[src/rtl/sb_color_scan_ctrl_if.sv]
// Byte link from the colour-scan controller to the UART transmitter.
// One byte moves on each clock edge where tx_valid and tx_ready are both high.
interface sb_color_scan_ctrl_if;
    logic       tx_valid;
    logic       tx_ready;
    logic [7:0] tx_data;

    modport master (output tx_valid, output tx_data, input tx_ready);
    modport slave  (input tx_valid, input tx_data, output tx_ready);
endinterface

[src/rtl/sb_color_scan_ctrl.sv]
// Colour-scan sequencer: settle the sensor, vote over periodic samples, then send a
// three-byte result frame (class, node, '#') over the UART byte link.
module sb_color_scan_ctrl #(
    parameter int unsigned SETTLE_CYC  = 5_000_000,
    parameter int unsigned SAMPLE_CYC  = 500_000,
    parameter int unsigned VOTES       = 3,
    parameter int unsigned TIMEOUT_CYC = 150_000_000
) (
    input  logic                        clk50,
    input  logic                        rst_n,
    input  logic                        scan_req,
    input  logic [7:0]                  node_id,
    input  logic                        sens_done,
    input  logic [7:0]                  sens_msg,
    output logic                        sens_start,
    sb_color_scan_ctrl_if.master        tx,
    output logic                        busy,
    output logic                        scan_ack,
    output logic [7:0]                  scan_result,
    output logic                        scan_fail
);
    localparam int unsigned CNT_W  = 28;
    localparam int unsigned VOTE_W = 3;

    localparam logic [7:0] CLS_D    = 8'h44;
    localparam logic [7:0] CLS_M    = 8'h4D;
    localparam logic [7:0] CLS_W    = 8'h57;
    localparam logic [7:0] CLS_NONE = 8'h4E;
    localparam logic [7:0] FRM_END  = 8'h23;

    typedef enum logic [2:0] {
        IDLE, SETTLE, SAMPLE, GAP, TX_MSG, TX_NODE, TX_END, DONE
    } state_t;

    state_t              state;
    logic [CNT_W-1:0]    ph_cnt;
    logic [CNT_W-1:0]    tmo_cnt;
    logic [VOTE_W-1:0]   vote_cnt;
    logic [7:0]          cand;
    logic [7:0]          node_q;
    logic [7:0]          result_q;

    logic                active_c;
    logic                rd_valid_c;
    logic [VOTE_W-1:0]   vote_next_c;
    logic [7:0]          cand_next_c;
    logic                vote_win_c;
    logic                tmo_hit_c;
    logic                to_tx_c;
    logic [7:0]          res_c;

    // Vote bookkeeping for the current sample and the exit decision out of the scan phase.
    always_comb begin
        active_c    = (state == SETTLE) || (state == SAMPLE) || (state == GAP);
        rd_valid_c  = sens_done && ((sens_msg == CLS_D) || (sens_msg == CLS_M) ||
                                    (sens_msg == CLS_W));
        vote_next_c = '0;
        cand_next_c = cand;
        if (rd_valid_c) begin
            if (sens_msg == cand) begin
                vote_next_c = vote_cnt + VOTE_W'(1);
            end else begin
                cand_next_c = sens_msg;
                vote_next_c = VOTE_W'(1);
            end
        end
        vote_win_c = (state == SAMPLE) && (vote_next_c == VOTE_W'(VOTES));
        tmo_hit_c  = active_c && (tmo_cnt == CNT_W'(TIMEOUT_CYC - 1));
        to_tx_c    = vote_win_c || tmo_hit_c;
        res_c      = vote_win_c ? cand_next_c : CLS_NONE;
    end

    always_ff @(posedge clk50 or negedge rst_n) begin
        if (!rst_n) begin
            state       <= IDLE;
            ph_cnt      <= '0;
            tmo_cnt     <= '0;
            vote_cnt    <= '0;
            cand        <= '0;
            node_q      <= '0;
            result_q    <= '0;
            sens_start  <= 1'b0;
            tx.tx_valid <= 1'b0;
            tx.tx_data  <= '0;
            busy        <= 1'b0;
            scan_ack    <= 1'b0;
            scan_result <= '0;
            scan_fail   <= 1'b0;
        end else begin
            scan_ack <= 1'b0;
            if (active_c) begin
                tmo_cnt <= tmo_cnt + CNT_W'(1);
                ph_cnt  <= ph_cnt + CNT_W'(1);
            end
            if (state == SAMPLE) begin
                vote_cnt <= vote_next_c;
                cand     <= cand_next_c;
            end

            if (to_tx_c) begin
                // A completed vote in SAMPLE takes precedence over a coincident timeout.
                state       <= TX_MSG;
                result_q    <= res_c;
                scan_fail   <= !vote_win_c;
                sens_start  <= 1'b0;
                tx.tx_valid <= 1'b1;
                tx.tx_data  <= res_c;
            end else begin
                case (state)
                    IDLE: begin
                        if (scan_req) begin
                            state       <= SETTLE;
                            node_q      <= node_id;
                            tmo_cnt     <= '0;
                            ph_cnt      <= '0;
                            vote_cnt    <= '0;
                            busy        <= 1'b1;
                            sens_start  <= 1'b1;
                            scan_result <= '0;
                            scan_fail   <= 1'b0;
                        end
                    end
                    SETTLE: begin
                        if (ph_cnt == CNT_W'(SETTLE_CYC - 1)) begin
                            state <= SAMPLE;
                        end
                    end
                    SAMPLE: begin
                        state  <= GAP;
                        ph_cnt <= '0;
                    end
                    GAP: begin
                        if (ph_cnt == CNT_W'(SAMPLE_CYC - 1)) begin
                            state <= SAMPLE;
                        end
                    end
                    TX_MSG: begin
                        if (tx.tx_ready) begin
                            state      <= TX_NODE;
                            tx.tx_data <= node_q;
                        end
                    end
                    TX_NODE: begin
                        if (tx.tx_ready) begin
                            state      <= TX_END;
                            tx.tx_data <= FRM_END;
                        end
                    end
                    TX_END: begin
                        if (tx.tx_ready) begin
                            state       <= DONE;
                            tx.tx_valid <= 1'b0;
                            tx.tx_data  <= '0;
                            scan_ack    <= 1'b1;
                            scan_result <= result_q;
                        end
                    end
                    DONE: begin
                        state <= IDLE;
                        busy  <= 1'b0;
                    end
                    default: state <= IDLE;
                endcase
                if (state == SETTLE && ph_cnt == CNT_W'(SETTLE_CYC - 1)) begin
                    ph_cnt <= '0;
                end
                if (state == GAP && ph_cnt == CNT_W'(SAMPLE_CYC - 1)) begin
                    ph_cnt <= '0;
                end
            end
        end
    end
endmodule

[src/flat_wrapper.sv]
// flat-port wrapper written by rule: the top's interface ports become plain ports
module sb_color_scan_ctrl_flat 
#(
    parameter int unsigned SETTLE_CYC  = 5_000_000,
    parameter int unsigned SAMPLE_CYC  = 500_000,
    parameter int unsigned VOTES       = 3,
    parameter int unsigned TIMEOUT_CYC = 150_000_000
)
  (clk50, rst_n, scan_req, node_id, sens_done, sens_msg, sens_start, busy, scan_ack, scan_result, scan_fail, tx_tx_valid, tx_tx_data, tx_tx_ready);
  sb_color_scan_ctrl_if tx_i ();
  input  logic clk50;
  input  logic rst_n;
  input  logic scan_req;
  input  logic [7:0] node_id;
  input  logic sens_done;
  input  logic [7:0] sens_msg;
  output logic sens_start;
  output logic busy;
  output logic scan_ack;
  output logic [7:0] scan_result;
  output logic scan_fail;
  output wire logic [$bits(tx_i.tx_valid)-1:0] tx_tx_valid;
  output wire logic [$bits(tx_i.tx_data)-1:0] tx_tx_data;
  input wire logic [$bits(tx_i.tx_ready)-1:0] tx_tx_ready;
  assign tx_tx_valid = tx_i.tx_valid;
  assign tx_tx_data = tx_i.tx_data;
  assign tx_i.tx_ready = tx_tx_ready;
  sb_color_scan_ctrl #(.SETTLE_CYC(SETTLE_CYC), .SAMPLE_CYC(SAMPLE_CYC), .VOTES(VOTES), .TIMEOUT_CYC(TIMEOUT_CYC)) u_core (.clk50(clk50), .rst_n(rst_n), .scan_req(scan_req), .node_id(node_id), .sens_done(sens_done), .sens_msg(sens_msg), .sens_start(sens_start), .tx(tx_i), .busy(busy), .scan_ack(scan_ack), .scan_result(scan_result), .scan_fail(scan_fail));
endmodule
[config.mk]
export PLATFORM = sky130hd
export DESIGN_NAME = sb_color_scan_ctrl_flat
export DESIGN_NICKNAME = d
export VERILOG_FILES = /design/src/rtl/sb_color_scan_ctrl_if.sv /design/src/rtl/sb_color_scan_ctrl.sv /design/src/flat_wrapper.sv
export SDC_FILE = /design/constraint.sdc
export NUM_CORES = 1
export LEC_CHECK = 0
export CORE_ASPECT_RATIO = 1.75
export CORE_UTILIZATION = 25
export DETAILED_ROUTE_END_ITERATION = 8
export SYNTH_ARGS = -nofsm -noshare
export SYNTH_HDL_FRONTEND = slang
export SYNTH_SLANG_ARGS = --single-unit
export TNS_END_PERCENT = 20
[constraint.sdc]
create_clock -name clk50 -period 2.3 [get_ports clk50]
set_input_delay 0.23 -clock clk50 [delete_from_list [all_inputs] [get_ports clk50]]
set_output_delay 0.23 -clock clk50 [all_outputs]
set_load 0.005 [all_outputs]
==> impl_results.md <==
* Number of global-route vias before repair at 4217
* Count of final setup violators at 0
* Final net count at 633
* Post-synth EDFFs at 0
* Met1 Usage GRT at 0.1261
* Wirelength per Cell at 14.13 um
* Vias per cell at between 4 and 5
* # diodes at 0
* Commonest non-fill, non-tap cells in the layout: dfrtp_1, nand2_1, nor2_1, clkdlybuf4s50_1, nand3_1
* Maximum clock path buffer count at 2
* M2 GR Usage at 0.2280
* HPWL after DPL at 9.035 mm
* CP Launch Type: flip-flop
* Netlist Area Pre-Place at 5233 um^2
* Post-Synthesis Cells at 552
* TritonCTS clock tree: done
* Fin crit period at 2.193 ns
* Layout cells sized above 1 at 0.09283
* Drt drc at 4
* Port Buf Inserts at 41
* CTS H-tree lvls at 3
* GR Util met3 at 0.01284
* Drt total wl at 12.18 mm
* Crit-path max FO at 13
* Rel. slew slack at 0.5462
* Most used DFF post-synth: dfrtp_1
* Unrepaired setup endpoints after global routing: no
* Final period utilization at 0.9536
* Num CTS Buffers at 9
* Area Growth Syn to Fin at 22.62%
* FMAX at ~460 MHz
* Syn nets at 576
* 1st-pass router iterations at 6
* Synthesized area per cell at 9.479 um^2
* Crit path launch: u_core.tmo_cnt[10]$_DFF_PN0_
* Synth unique cells at 53
* Largest net degree at the start of global routing at 48
* Fin area at roughly 6400 um^2
* Clock insertion delay at the later pin of the skew report at 0.35 ns
* Peak VDD IR at 344.8 uV
* Most used routing layer: met2
* CP endpoint kind: flip-flop
* # Post-CTS Setup Buffers at 0
* Tightest Pin Transition at a little under 0.7 ns
* Leak Pwr at 2.771 nW
* Die footprint at 21530 um^2
* Die Span X at 111.4 um
* Final max-slew violation count at 0
* RD Place Congestion at 0.7728
* Final number of hold-violating endpoints at 0
* Placed Area at 6077 um^2
* Failing checks: design-rule violations
* WP data required at approximately 2.5 ns
* Critical path arrival at 2.43 ns
* Yosys Warn Count at 0
* Flops & latches, synth at 107
* # Max-Cap Violations at 0
* Post-synthesis sequential area ratio at 0.5117
* Post-synthesis async set-or-reset flop share at 1.000
* Remaining global-route overflow at 0
* ANT nets after route at 0
* Total global routing track utilization at 0.1190
* Fin Clk Skew at around 0.011 ns
* Hold/Removal Path Class: in2reg
* Reg2Reg Launch Point: u_core.tmo_cnt[10]$_DFF_PN0_
* Chip height at a little under 200 um
* Initial core utilization at 0.2568
* First-pass GRT wire length at around 20 mm
* Most common cell after layout, fill and taps aside: dfrtp_1
* Worst-path clk slew at 0.07 ns
* Hold Path Origin: node_id[4]
* Core Footprint at 20370 um^2
* Clk sinks at 107
* Final setup TNS at 0 ns
* Outcome: finished with violations
* Iter 0 DRT Violations at 166
* PwrDens at 755.7 nW/um^2
* DR vias at 4057
* Crit path kind: reg2reg
* Initial antenna violation count at 0
* Clock Root Buffer: clkbuf_16
* Io pins at 42
* Site Rows at 69
[registers in the layout (all words and copies together) (netlist names), 3 cells and up]
register,count
u_core.tx.tx_data,8
u_core.cand,8
u_core.node_q,8
u_core.scan_result,8
u_core.vote_cnt,3
u_core.result_q,8
u_core.state,3
u_core.ph_cnt,28
u_core.tmo_cnt,28
[synth_stat cells (3+ instances only)]
cell | number | area share
inv_1 | 7 | 0.0050
o21ai_0 | 14 | 0.013
nand4_1 | 19 | 0.023
dfrtp_1 | 107 | 0.51
nand3_1 | 37 | 0.035
buf_2 | 4 | 0.0038
clkbuf_1 | 16 | 0.011
a21oi_1 | 17 | 0.016
and2_1 | 6 | 0.0072
nor4_1 | 6 | 0.0072
xor2_1 | 34 | 0.057
and3_1 | 16 | 0.019
nand2b_1 | 3 | 0.0036
nand2_1 | 82 | 0.059
nor4b_1 | 5 | 0.0084
ha_1 | 3 | 0.0072
nor2_1 | 81 | 0.058
nor3_1 | 14 | 0.013
mux2_2 | 4 | 0.0086
and4_1 | 6 | 0.010
xnor2_1 | 28 | 0.047
nor2b_1 | 3 | 0.0036
[metrics by stage]
stage               setup slack [ns]    util  power (mW)  hold slack (ns)  cells
detailed placement          0.004307  0.2983       3.214           0.2899    845
floorplan                     0.1835       -       2.915         -0.06559    552
CTS                         0.001202  0.3147       4.903           0.3982    862
global route                 0.02382  0.3149       5.117           0.4094    862
global placement            0.007326  0.2983       3.191           0.2919    845
finish                        0.1068  0.3149       4.849           0.4052    862
[final cells by class]
| cell class | count | area (um^2) |
|---|---|---|
| fillers | 2096 | 13960 |
| clock buffers | 10 | 239.0 |
| multi-input cells | 415 | 2431 |
| inverters | 8 | 30.03 |
| repair buffers | 68 | 641.9 |
| well taps | 248 | 310.3 |
| flip-flops and latches | 107 | 2678 |
| clock inverters | 6 | 86.33 |
[critical path, stage by stage, from the launching register on]
cell and delay (ns):
dfrtp_1 0.39, or4b_1 0.53, or4_4 0.44, nor4_4 0.25, a31oi_2 0.07, buf_4 0.20, a22o_1 0.19
[where the power goes]
| part | internal, mW | switching, mW | leakage, nW |
|---|---|---|---|
| Combinational | 0.357 | 0.354 | 1.28 |
| Clock | 0.984 | 0.684 | 0.159 |
| Sequential | 2.15 | 0.322 | 1.33 |
[cells by family after synthesis]
logic type / share of synthesized area
AOI/OAI and AO/OA: 0.05356
xor gates and xnor gates: 0.1038
adders and majority gates: 0.007174
buffers and inverters: 0.02463
DFF: 0.5117
muxes: 0.01243
and+or+nand+nor: 0.2867
[path summary, 6_finish.rpt]
| kind | end | slack (ns) | depth (start not counted) |
|---|---|---|---|
| min | u_core.node_q[4]$_DFFE_PN0P_ | 0.41 | 3 |
| max | u_core.result_q[4]$_DFFE_PN0P_ | 0.11 | 6 |
| min reg2reg | u_core.scan_result[7]$_DFFE_PN0P_ | 0.46 | 2 |
| min in group asynchronous | u_core.cand[6]$_DFFE_PN0N_ | 0.44 | 2 |
| max reg2reg | u_core.result_q[4]$_DFFE_PN0P_ | 0.11 | 6 |
| max in group asynchronous | u_core.tmo_cnt[1]$_DFF_PN0_ | 1.19 | 3 |
[layer usage]
metal  wire, um  share of wire
met1       4741           0.39
met2       6898           0.57
met3        214          0.018
met4        327          0.027
met5          0              0
[repair_timing]
item	4_1_cts	5_1_grt
hold buffers	1	0
resized for setup	0	1
setup endpoints to repair	0	27
hold endpoints to repair	45	0
Note: power is estimated with default switching activity, not from simulation.
==> edit, RTL diff (config.mk and constraints unchanged) <==
Set the localparam `VOTE_W` to 6 (it was 3).
--- a/src/rtl/sb_color_scan_ctrl.sv
+++ b/src/rtl/sb_color_scan_ctrl.sv
@@ -22,3 +22,3 @@
     localparam int unsigned CNT_W  = 28;
-    localparam int unsigned VOTE_W = 3;
+    localparam int unsigned VOTE_W = 6;
 
Behaviour: same outputs for any inputs over 10 cycles, from zero or initial values and one cycle with rst_n low; that may be too few to reach the edited logic, so the function may still have changed.
==> edit against the unedited design <==
Sequential power down 7%; synthesized area increased by 1.6%; synthesized cell count is 1.6% higher; design area rose by 5.0%; highest routed layer unchanged; total power shrank 3.8%; worst setup slack gained 0.030 ns; clock power up 5%; clock skew down 0.00053 ns; routed wire length up 9.5%; critical endpoint is now u_core.ph_cnt[6]; final cell count is 3.7% higher; sequential cell count is 3 higher; largest cell class unchanged; via count rose by 4.1%.
==> edit: results (changes against the unedited design) <==
- Hpwl dp: 9.58 mm (was 9.03 mm)
- Final Net Count: 661 (was 633)
- Total Wirelength: 13.3 mm (was 12.2 mm)
- Layout cells sized above 1: 12.3% (was 9.28%)
- Place WS: -0.0874 ns (was 0.00431 ns)
- Top post-synthesis cells by count: dfrtp_1, nand2_1, nor2_1 (unchanged)
- Drt first pass iters: 4 (was 6)
- Hold_ws: 0.344 ns (was 0.405 ns)
- Clock network power: 1.76 mW (was 1.67 mW)
- Adder-cell share of the synthesized area: 0.706% (was 0.717%)
- Met3 WL: 263 um (was 214 um)
- Slowest-stage cell, CP: dfrtp_1 (was or4b_1)
- Placement Cell Area: 6300 um^2 (was 6080 um^2)
- Crit path max fanout: 7 (was 13)
- Critical path's top delay family: simple AND/OR/NAND/NOR gates (unchanged)
- # placed instances: 874 (was 845)
- Maximum vdd ir drop: 0.342 mV (was 0.345 mV)
- Mux contribution to synthesized area: 1.01% (was 1.24%)
- Per-cell routed wire length: 14.9 um (was 14.1 um)
- All-layer global routing usage: 12.6% (was 11.9%)
- GR Util met1: 13.9% (was 12.6%)
- Net Count, Synth: 585 (was 576)
- Reg2Reg Setup Slack: 0.14 ns (was 0.11 ns)
- Reg2Reg Launch Point: u_core.ph_cnt[10] (was u_core.tmo_cnt[10])
- Switching Share: 27.4% (was 28.1%)
- Rel. slew slack: 68.9% (was 54.6%)
- Vias in the first global route: 4291 (was 4217)
- Xor-xnor portion of the synthesized cell area: 9.88% (was 10.4%)
- Reg2reg path depth: 9 (was 6)
- GR Layer Usage met2: 23.6% (was 22.8%)
- Clock network power share: 37.7% (was 34.4%)
- Largest net degree at the start of global routing: 42 (was 48)
- Area grow syn2layout: 26.6% (was 22.6%)
- Clk buf depth: 2 (unchanged)
- Initial antenna violation count: 0 (unchanged)
- WL met2: 7.35 mm (was 6.90 mm)
- First-pass GRT wire length: 21.8 mm (was 20.5 mm)
- Clk_skew: 0.0104 ns (was 0.0109 ns)
- Leakage: 3.04 nW (was 2.77 nW)
- Top cells by area, synth: dfrtp_1, xor2_1, nand2_1 (was dfrtp_1, nand2_1, nor2_1)
- GP Congestion: 0.804 (was 0.773)
- M1 WL: 5.36 mm (was 4.74 mm)
- R2r endpoint: u_core.ph_cnt[6] (was u_core.result_q[4])
- Status: finished, final reports clean (was complete, but fails checks)
- Met3 Use GR: 1.87% (was 1.28%)
- Via density: 4.72 (was 4.71)
- Flop pwr share: 49.3% (was 50.9%)
- Number of distinct library cells after synthesis: 47 (was 53)
- Synth Area in Compound Gates: 6.45% (was 5.36%)
- Crit path largest cell delay: 0.40 ns (was 0.53 ns)
- Sequential share of the synthesized area: 51.8% (was 51.2%)
edit: changes by cell type after synthesis, moves of 3 or more:
cell | unedited run | this run
xor2_1 | 34 | 40
nor3_1 | 14 | 22
nand2_1 | 82 | 93
o21ai_0 | 14 | 20
a21oi_1 | 17 | 12
and3_1 | 16 | 12
dfrtp_1 | 107 | 110
a22oi_1 | 0 | 3
or3_1 | 1 | 5
nor2b_1 | 3 | 0
nor2_1 | 81 | 64
nand2b_1 | 3 | 6
xnor2_1 | 28 | 20
and2_1 | 6 | 10
edit: cells by family after synthesis:
logic type	after synthesis
simple gates	300
flops	110
xor+xnor	60
compound gates	54
buf+inv	29
mux	5
fa+ha+maj	3
edit: worst max path at each step:
stage | from | endpoint | slack [ns] | depth (start not counted)
6_report | u_core.ph_cnt[10] | u_core.ph_cnt[6] | 0.14 | 9
5_1_grt | u_core.ph_cnt[25] | u_core.ph_cnt[23] | 0.02 | 8
4_1_cts | u_core.ph_cnt[12] | u_core.ph_cnt[26] | 0.06 | 9
3_5_place_dp | sens_msg[0] | u_core.tx.tx_data[3] | -0.09 | 7
3_3_place_gp | sens_msg[0] | u_core.tx.tx_data[3] | -0.07 | 7
2_1_floorplan | u_core.vote_cnt[0] | u_core.ph_cnt[10] | 0.25 | 9
edit: repair_timing:
item,4_1_cts,5_1_grt
gates cloned,0,3
hold buffers,1,0
gates resized for setup,1,5
pin swaps,0,2
endpoints found under the hold margin,27,0
setup endpoints to repair,21,29
edit: layout make-up:
type	instances	area (um^2)
clock buffer	9	225
clock inverter	7	114
fill	2227	14100
inverter	6	22.5
multi-input combinational	422	2460
sequential	110	2750
tap	252	315
timing repair buffer	88	840
